## src/rtl/mem_arb_pkg.sv

```systemverilog
// mem_arb_pkg: shared types and constants for the memory arbiter.
//   arb_state_t : arbiter FSM states
//   addr_t      : default-width RAM address
//   word_t      : default-width RAM data word
//   ALIGN_MASK  : clears the byte-offset bits of an address
package mem_arb_pkg;

  localparam int DEF_ADDR_W = 32;
  localparam int DEF_DATA_W = 32;

  typedef logic [DEF_ADDR_W-1:0] addr_t;
  typedef logic [DEF_DATA_W-1:0] word_t;

  typedef enum logic [1:0] {
    IDLE = 2'd0,
    DACC = 2'd1,
    IACC = 2'd2,
    RESP = 2'd3
  } arb_state_t;

  localparam addr_t ALIGN_MASK = ~addr_t'(3);

endpackage

```

## src/rtl/mem_arb_if.sv

```systemverilog
// mem_arb_if: requester-side and RAM-side signals of the memory arbiter.
//   slave  : arbiter view (takes requests and RAM replies, drives hits and strobes)
//   master : requester/RAM-model view (the opposite directions)
interface mem_arb_if #(
  parameter int ADDR_W = 32,
  parameter int DATA_W = 32
);
  logic              iren;
  logic [ADDR_W-1:0] iaddr;
  logic              dmemren;
  logic              dmemwen;
  logic [ADDR_W-1:0] daddr;
  logic [DATA_W-1:0] dstore;
  logic              ihit;
  logic              dhit;
  logic [DATA_W-1:0] iload;
  logic [DATA_W-1:0] dload;
  logic              err;
  logic              ram_ren;
  logic              ram_wen;
  logic [ADDR_W-1:0] ram_addr;
  logic [DATA_W-1:0] ram_store;
  logic [DATA_W-1:0] ram_load;
  logic              ram_ready;

  modport slave (
    input  iren, iaddr, dmemren, dmemwen, daddr, dstore, ram_load, ram_ready,
    output ihit, dhit, iload, dload, err, ram_ren, ram_wen, ram_addr, ram_store
  );

  modport master (
    output iren, iaddr, dmemren, dmemwen, daddr, dstore, ram_load, ram_ready,
    input  ihit, dhit, iload, dload, err, ram_ren, ram_wen, ram_addr, ram_store
  );
endinterface

```

## src/rtl/mem_arbiter_wait_timer.sv

```systemverilog
// wait_timer: counts cycles spent in an access state.
//   i_clk, i_rst : clock, async active-high reset
//   i_clear      : return count to 0
//   i_enable     : count this cycle
//   o_done       : this enabled cycle brings the count to TIMEOUT
module wait_timer #(
  parameter int TIMEOUT = 255
) (
  input  logic i_clk,
  input  logic i_rst,
  input  logic i_clear,
  input  logic i_enable,
  output logic o_done
);
  localparam int W = $clog2(TIMEOUT + 1);

  logic [W-1:0] r_count;

  // Flag on the cycle whose increment reaches TIMEOUT, so the FSM leaves the
  // access state after exactly TIMEOUT access cycles.
  assign o_done = i_enable && (r_count == W'(TIMEOUT - 1));

  always_ff @(posedge i_clk or posedge i_rst) begin
    if (i_rst)         r_count <= '0;
    else if (i_clear)  r_count <= '0;
    else if (i_enable) r_count <= r_count + 1'b1;
  end
endmodule

```

## src/rtl/mem_arbiter.sv

```systemverilog
// mem_arbiter: grants data or fetch requests one at a time to a single-ported
// RAM, returns one-cycle hit pulses with load data, and forces completion with
// err after TIMEOUT access cycles without ram_ready.
//   CLK, RST : clock, async active-high reset
//   bus      : mem_arb_if.slave (requests, hits, loads, err, RAM strobes/data)
// All outputs are registered.
module mem_arbiter
  import mem_arb_pkg::*;
#(
  parameter int ADDR_W  = 32,
  parameter int DATA_W  = 32,
  parameter int TIMEOUT = 255
) (
  input  logic       CLK,
  input  logic       RST,
  mem_arb_if.slave   bus
);
  localparam logic [ADDR_W-1:0] W_MASK = ~ADDR_W'(~ALIGN_MASK);

  arb_state_t r_state;
  logic       w_in_acc;
  logic       w_done;

  assign w_in_acc = (r_state == DACC) || (r_state == IACC);

  wait_timer #(.TIMEOUT(TIMEOUT)) u_timer (
    .i_clk    (CLK),
    .i_rst    (RST),
    .i_clear  (!w_in_acc),
    .i_enable (w_in_acc),
    .o_done   (w_done)
  );

  always_ff @(posedge CLK or posedge RST) begin
    if (RST) begin
      r_state       <= IDLE;
      bus.ihit      <= 1'b0;
      bus.dhit      <= 1'b0;
      bus.iload     <= '0;
      bus.dload     <= '0;
      bus.err       <= 1'b0;
      bus.ram_ren   <= 1'b0;
      bus.ram_wen   <= 1'b0;
      bus.ram_addr  <= '0;
      bus.ram_store <= '0;
    end else begin
      // hits and err are single-cycle pulses
      bus.ihit <= 1'b0;
      bus.dhit <= 1'b0;
      bus.err  <= 1'b0;
      case (r_state)
        IDLE: begin
          if (bus.dmemwen || bus.dmemren) begin
            r_state      <= DACC;
            bus.ram_addr <= bus.daddr & W_MASK;
            // write wins when both data strobes are (illegally) high
            if (bus.dmemwen) begin
              bus.ram_wen   <= 1'b1;
              bus.ram_store <= bus.dstore;
            end else begin
              bus.ram_ren <= 1'b1;
            end
          end else if (bus.iren) begin
            r_state      <= IACC;
            bus.ram_addr <= bus.iaddr & W_MASK;
            bus.ram_ren  <= 1'b1;
          end
        end
        DACC, IACC: begin
          if (bus.ram_ready || w_done) begin
            r_state     <= RESP;
            bus.ram_ren <= 1'b0;
            bus.ram_wen <= 1'b0;
            bus.err     <= !bus.ram_ready;
            if (r_state == DACC) bus.dhit <= 1'b1;
            else                 bus.ihit <= 1'b1;
            if (bus.ram_ren) begin
              if (r_state == DACC) bus.dload <= bus.ram_ready ? bus.ram_load : '0;
              else                 bus.iload <= bus.ram_ready ? bus.ram_load : '0;
            end
          end
        end
        // RESP ignores requests so a requester gets one edge to drop its strobe
        RESP:    r_state <= IDLE;
        default: r_state <= IDLE;
      endcase
    end
  end
endmodule

```

## src/flat_wrapper.sv

```systemverilog
// flat-port wrapper written by rule: the top's interface ports become plain ports
module mem_arbiter_flat import mem_arb_pkg::*;
#(
  parameter int ADDR_W  = 32,
  parameter int DATA_W  = 32,
  parameter int TIMEOUT = 255
)
  (CLK, RST, bus_iren, bus_iaddr, bus_dmemren, bus_dmemwen, bus_daddr, bus_dstore, bus_ram_load, bus_ram_ready, bus_ihit, bus_dhit, bus_iload, bus_dload, bus_err, bus_ram_ren, bus_ram_wen, bus_ram_addr, bus_ram_store);
  mem_arb_if #(.ADDR_W(ADDR_W), .DATA_W(DATA_W)) bus_i ();
  input  logic CLK;
  input  logic RST;
  input wire logic [$bits(bus_i.iren)-1:0] bus_iren;
  input wire logic [$bits(bus_i.iaddr)-1:0] bus_iaddr;
  input wire logic [$bits(bus_i.dmemren)-1:0] bus_dmemren;
  input wire logic [$bits(bus_i.dmemwen)-1:0] bus_dmemwen;
  input wire logic [$bits(bus_i.daddr)-1:0] bus_daddr;
  input wire logic [$bits(bus_i.dstore)-1:0] bus_dstore;
  input wire logic [$bits(bus_i.ram_load)-1:0] bus_ram_load;
  input wire logic [$bits(bus_i.ram_ready)-1:0] bus_ram_ready;
  output wire logic [$bits(bus_i.ihit)-1:0] bus_ihit;
  output wire logic [$bits(bus_i.dhit)-1:0] bus_dhit;
  output wire logic [$bits(bus_i.iload)-1:0] bus_iload;
  output wire logic [$bits(bus_i.dload)-1:0] bus_dload;
  output wire logic [$bits(bus_i.err)-1:0] bus_err;
  output wire logic [$bits(bus_i.ram_ren)-1:0] bus_ram_ren;
  output wire logic [$bits(bus_i.ram_wen)-1:0] bus_ram_wen;
  output wire logic [$bits(bus_i.ram_addr)-1:0] bus_ram_addr;
  output wire logic [$bits(bus_i.ram_store)-1:0] bus_ram_store;
  assign bus_i.iren = bus_iren;
  assign bus_i.iaddr = bus_iaddr;
  assign bus_i.dmemren = bus_dmemren;
  assign bus_i.dmemwen = bus_dmemwen;
  assign bus_i.daddr = bus_daddr;
  assign bus_i.dstore = bus_dstore;
  assign bus_i.ram_load = bus_ram_load;
  assign bus_i.ram_ready = bus_ram_ready;
  assign bus_ihit = bus_i.ihit;
  assign bus_dhit = bus_i.dhit;
  assign bus_iload = bus_i.iload;
  assign bus_dload = bus_i.dload;
  assign bus_err = bus_i.err;
  assign bus_ram_ren = bus_i.ram_ren;
  assign bus_ram_wen = bus_i.ram_wen;
  assign bus_ram_addr = bus_i.ram_addr;
  assign bus_ram_store = bus_i.ram_store;
  mem_arbiter #(.ADDR_W(ADDR_W), .DATA_W(DATA_W), .TIMEOUT(TIMEOUT)) u_core (.CLK(CLK), .RST(RST), .bus(bus_i));
endmodule
```

## config.mk

```make
export PLATFORM = sky130hd
export DESIGN_NAME = mem_arbiter_flat
export DESIGN_NICKNAME = d
export VERILOG_FILES = /design/src/rtl/mem_arb_pkg.sv /design/src/rtl/mem_arb_if.sv /design/src/rtl/mem_arbiter_wait_timer.sv /design/src/rtl/mem_arbiter.sv /design/src/flat_wrapper.sv
export SDC_FILE = /design/constraint.sdc
export NUM_CORES = 1
export LEC_CHECK = 0
export ABC_AREA = 1
export ABC_CLOCK_PERIOD_IN_PS = 11500
export CORE_MARGIN = 8
export CORE_UTILIZATION = 45
export DETAILED_ROUTE_END_ITERATION = 8
export GPL_TIMING_DRIVEN = 1
export HOLD_SLACK_MARGIN = 0.03
export PLACE_DENSITY = 0.84
export RECOVER_POWER = 25
export SLEW_MARGIN = 20
export SYNTH_ARGS = -nofsm -noshare
export SYNTH_HDL_FRONTEND = slang
export SYNTH_SLANG_ARGS = --single-unit
```

## constraint.sdc

```tcl
create_clock -name CLK -period 11.5 [get_ports CLK]
set_input_delay 1.725 -clock CLK [delete_from_list [all_inputs] [get_ports CLK]]
set_output_delay 1.725 -clock CLK [all_outputs]
set_load 0.005 [all_outputs]
```

==> impl_metrics.toml <==
[synthesis]
yosys-top-cells-count = "337 x nand2_1, 141 x dfrtp_1, 65 x nand4_1"
synth_cells = 754
most_area_hungry_cell_type_in_the_yosys_netlist = "dfrtp_1"
yosysMostFrequentCell = "nand2_1"
netlist-cell-type-count = 24
ys_async_sr_fraction_pct = 100
synth_enable_flop_cells = 0
mean_cell_area_of_the_mapped_netlist_um2 = 8.34
synth_top_cell_area_share_pct = 56.1
dominantRegCellSynth = "dfrtp_1"
seq_area_frac_synth_pct = 56.1
synth-warning-count = 0
area_of_the_mapped_netlist_mm2 = 0.00629
main_area_contributors_after_synthesis = "dfrtp_1 56%, nand2_1 20%, nand4_1 6.5%"
number_of_storage_elements_in_the_synthesis_netlist = 141

[sta]
clock.fmax_mhz = 202
timing.final.crit_share_pct = 43.0
setup_tns_ns = 0
fin_worst_skew_ns = 0.00611
max_slew_headroom_pct = -80.8
final-hold-violation-count = 0
fin_crit_ns = 4.94
setup_viol_count_final = 0
report.final.slew_viol_count = 107
grt_setup_unrepaired = "no"
max_slew.worst_pin.slew_ns = 2.70

[route]
detail_route.iter0.violations = 461
route.vias.total = 6002
detail_route.first_pass.iterations = 5
routed_wl_um = 20100
drcViolationCount = 0
antenna_left = 0
final_routed_wire_length_divided_by_cell_count_um = 17.0
post_drt_via_cell_ratio = 5.08

[place]
finalWeightedCongestion = 0.802
port_buffers = 260
post-place-cells = 1149
place.detailed.hpwl_um = 14100
placed_cell_area_mm2 = 0.00889

[final_layout]
drive_above_1_share_pct = 4.49
antenna-diode-count = 0
finalNonFillerCells = 1182
final_core_utilization_pct = 69.0
nNetsFinal = 1129
stdcell_area_mm2 = 0.00950
area_growth_syn_to_layout_pct = 51.1

[floorplanning]
floorplan.rows = 43
die_w_um = 134
num_io_pins = 267
die-area_mm2 = 0.0180
die_h_um = 134
core-area_mm2 = 0.0138
initial_utilization_pct = 45.6

[critical_path]
end_kind = "flip-flop"
timing.critical_path.arrival_ns = 5.23
worst_path_fanout_max = 43
worst-setup-path-type = "flip-flop to flip-flop"
critPathLaunchType = "flip-flop"
cp.required_ns = 11.79

[global_route]
grt_max_degree = 81
grt.met1_usage_pct = 26.8
grt.met3_usage_pct = 8.23
grt_util_all_layers_pct = 22.6
globalRoute.totalOverflow = 0
wire_length_of_the_first_global_routing_pass_um = 32000
number_of_global_route_vias_before_repair = 6011
globalRouteMet2Util_pct = 36.5
grt_antenna_before_repair = 0
busiest_layer = "met2"

[power_and_ir_drop]
powerDensity_mw_per_mm2 = 259
total_leakage_power_nw = 4.71
max-vdd-ir-drop_mv = 0.118
final_total_power_w = 0.00246

[outcome]
status = "finished, violations left"
violations_in_the_final_reports = "max-capacitance violations, max-slew violations"

[clock_tree]
postCtsSetupBuffers = 0
clockBufferDepth = 2
tritoncts = "built"
worst_setup_hold_path_clk_slew_ns = 0.06
holdBufCountCts = 0
cts_htree_levels = 4
number_of_cts_inserted_buffers = 17
tritoncts_num_sinks = 141
clk-insertion-delay-late_ns = 0.41
clockRootBuffer = "clkbuf_16"
cts_resized = 0

[hold_path]
worstHoldPathType = "flip-flop to flip-flop"

[run]
cap_violations = 2
-- kinds of logic after synthesis --
family          after synthesis  share of synthesized area, %
simple gates                462                          31.0
flops                       141                          56.1
buf+inv                     102                          7.48
compound gates               40                          3.88
fa+ha+maj                     6                          1.19
xor+xnor                      2                         0.279
other cells                   1                        0.0597
-- cell usage in the layout, fill, tap and decap left out, drive strengths merged --
cell type        n
conb             2
clkbuf          19
o21ai            3
nand2          338
a21boi           1
buf              7
clkinv           4
o21bai           1
dlygate4sd3     30
xor2             1
dfrtp          141
nand4           65
ha               6
bufinv           3
clkdlybuf4s50  229
inv             51
nor3             2
nand3            8
xnor2            1
a31oi           31
clkinvlp         6
a21oi            4
nor2            49
-- final cells by class --
type	instances	area, µm²
fill	1112	4280
sequential	141	3530
timing repair buffer	267	2660
multi-input combinational	512	2290
clock buffer	18	429
tap	180	225
inverter	50	189
clock inverter	14	169
-- per-layer routing --
layer | routed length [µm] | up-vias
li1 | - | 2873
met1 | 7810 | 2833
met2 | 9780 | 267
met3 | 2130 | 29
met4 | 408 | 0
met5 | 0 | -
-- power by group --
part	internal (W)	total, W	switching (W)	leakage, nW
logic	0.000535	0.00104	0.000508	2.67
clock network	0.000341	0.000558	0.000217	0.279
registers	0.000727	0.000856	0.000129	1.76
-- through the flow --
step	setup slack [ns]	hold slack, ns
floorplan	5.99	0.455
global placement	6.77	0.452
detailed placement	6.80	0.457
CTS	7.26	0.472
global route	6.05	0.488
finish	6.56	0.460
-- worst paths after layout --
path / startpoint / endpoint / slack (ns) / cells past startpoint
worst max-delay path: u_core.r_state[0] / u_core.bus.dload[11] / 6.56 / 10
worst min-delay path: u_core.bus.iload[20] / u_core.bus.iload[20] / 0.46 / 2
worst max register to register: u_core.r_state[0] / u_core.bus.dload[11] / 6.56 / 10
worst min register to register: u_core.bus.iload[20] / u_core.bus.iload[20] / 0.46 / 2
max in group asynchronous: RST / u_core.bus.dload[13] / 7.36 / 3
min in group asynchronous: RST / u_core.bus.ram_store[20] / 2.52 / 2
-- flip-flops by register name (all words and copies together) (netlist names) --
register / count
u_core.bus.ram_wen: 1
u_core.u_timer.r_count: 8
u_core.r_state: 2
u_core.bus.ihit: 1
u_core.bus.dload: 32
u_core.bus.iload: 32
u_core.bus.ram_addr: 30
u_core.bus.ram_ren: 1
u_core.bus.err: 1
u_core.bus.ram_store: 32
u_core.bus.dhit: 1
-- critical path, cell delays in order (launching register included) --
cell	delay (ns)
dfrtp_1	0.37
inv_1	0.09
ha_1	0.28
clkbuf_1	1.61
nand2_1	0.10
nor2_1	0.17
nand3_1	0.10
nand2_1	1.05
nand3_4	0.69
nand2_1	0.24
nand2_1	0.07
Note: power is estimated with default switching activity, not from simulation.
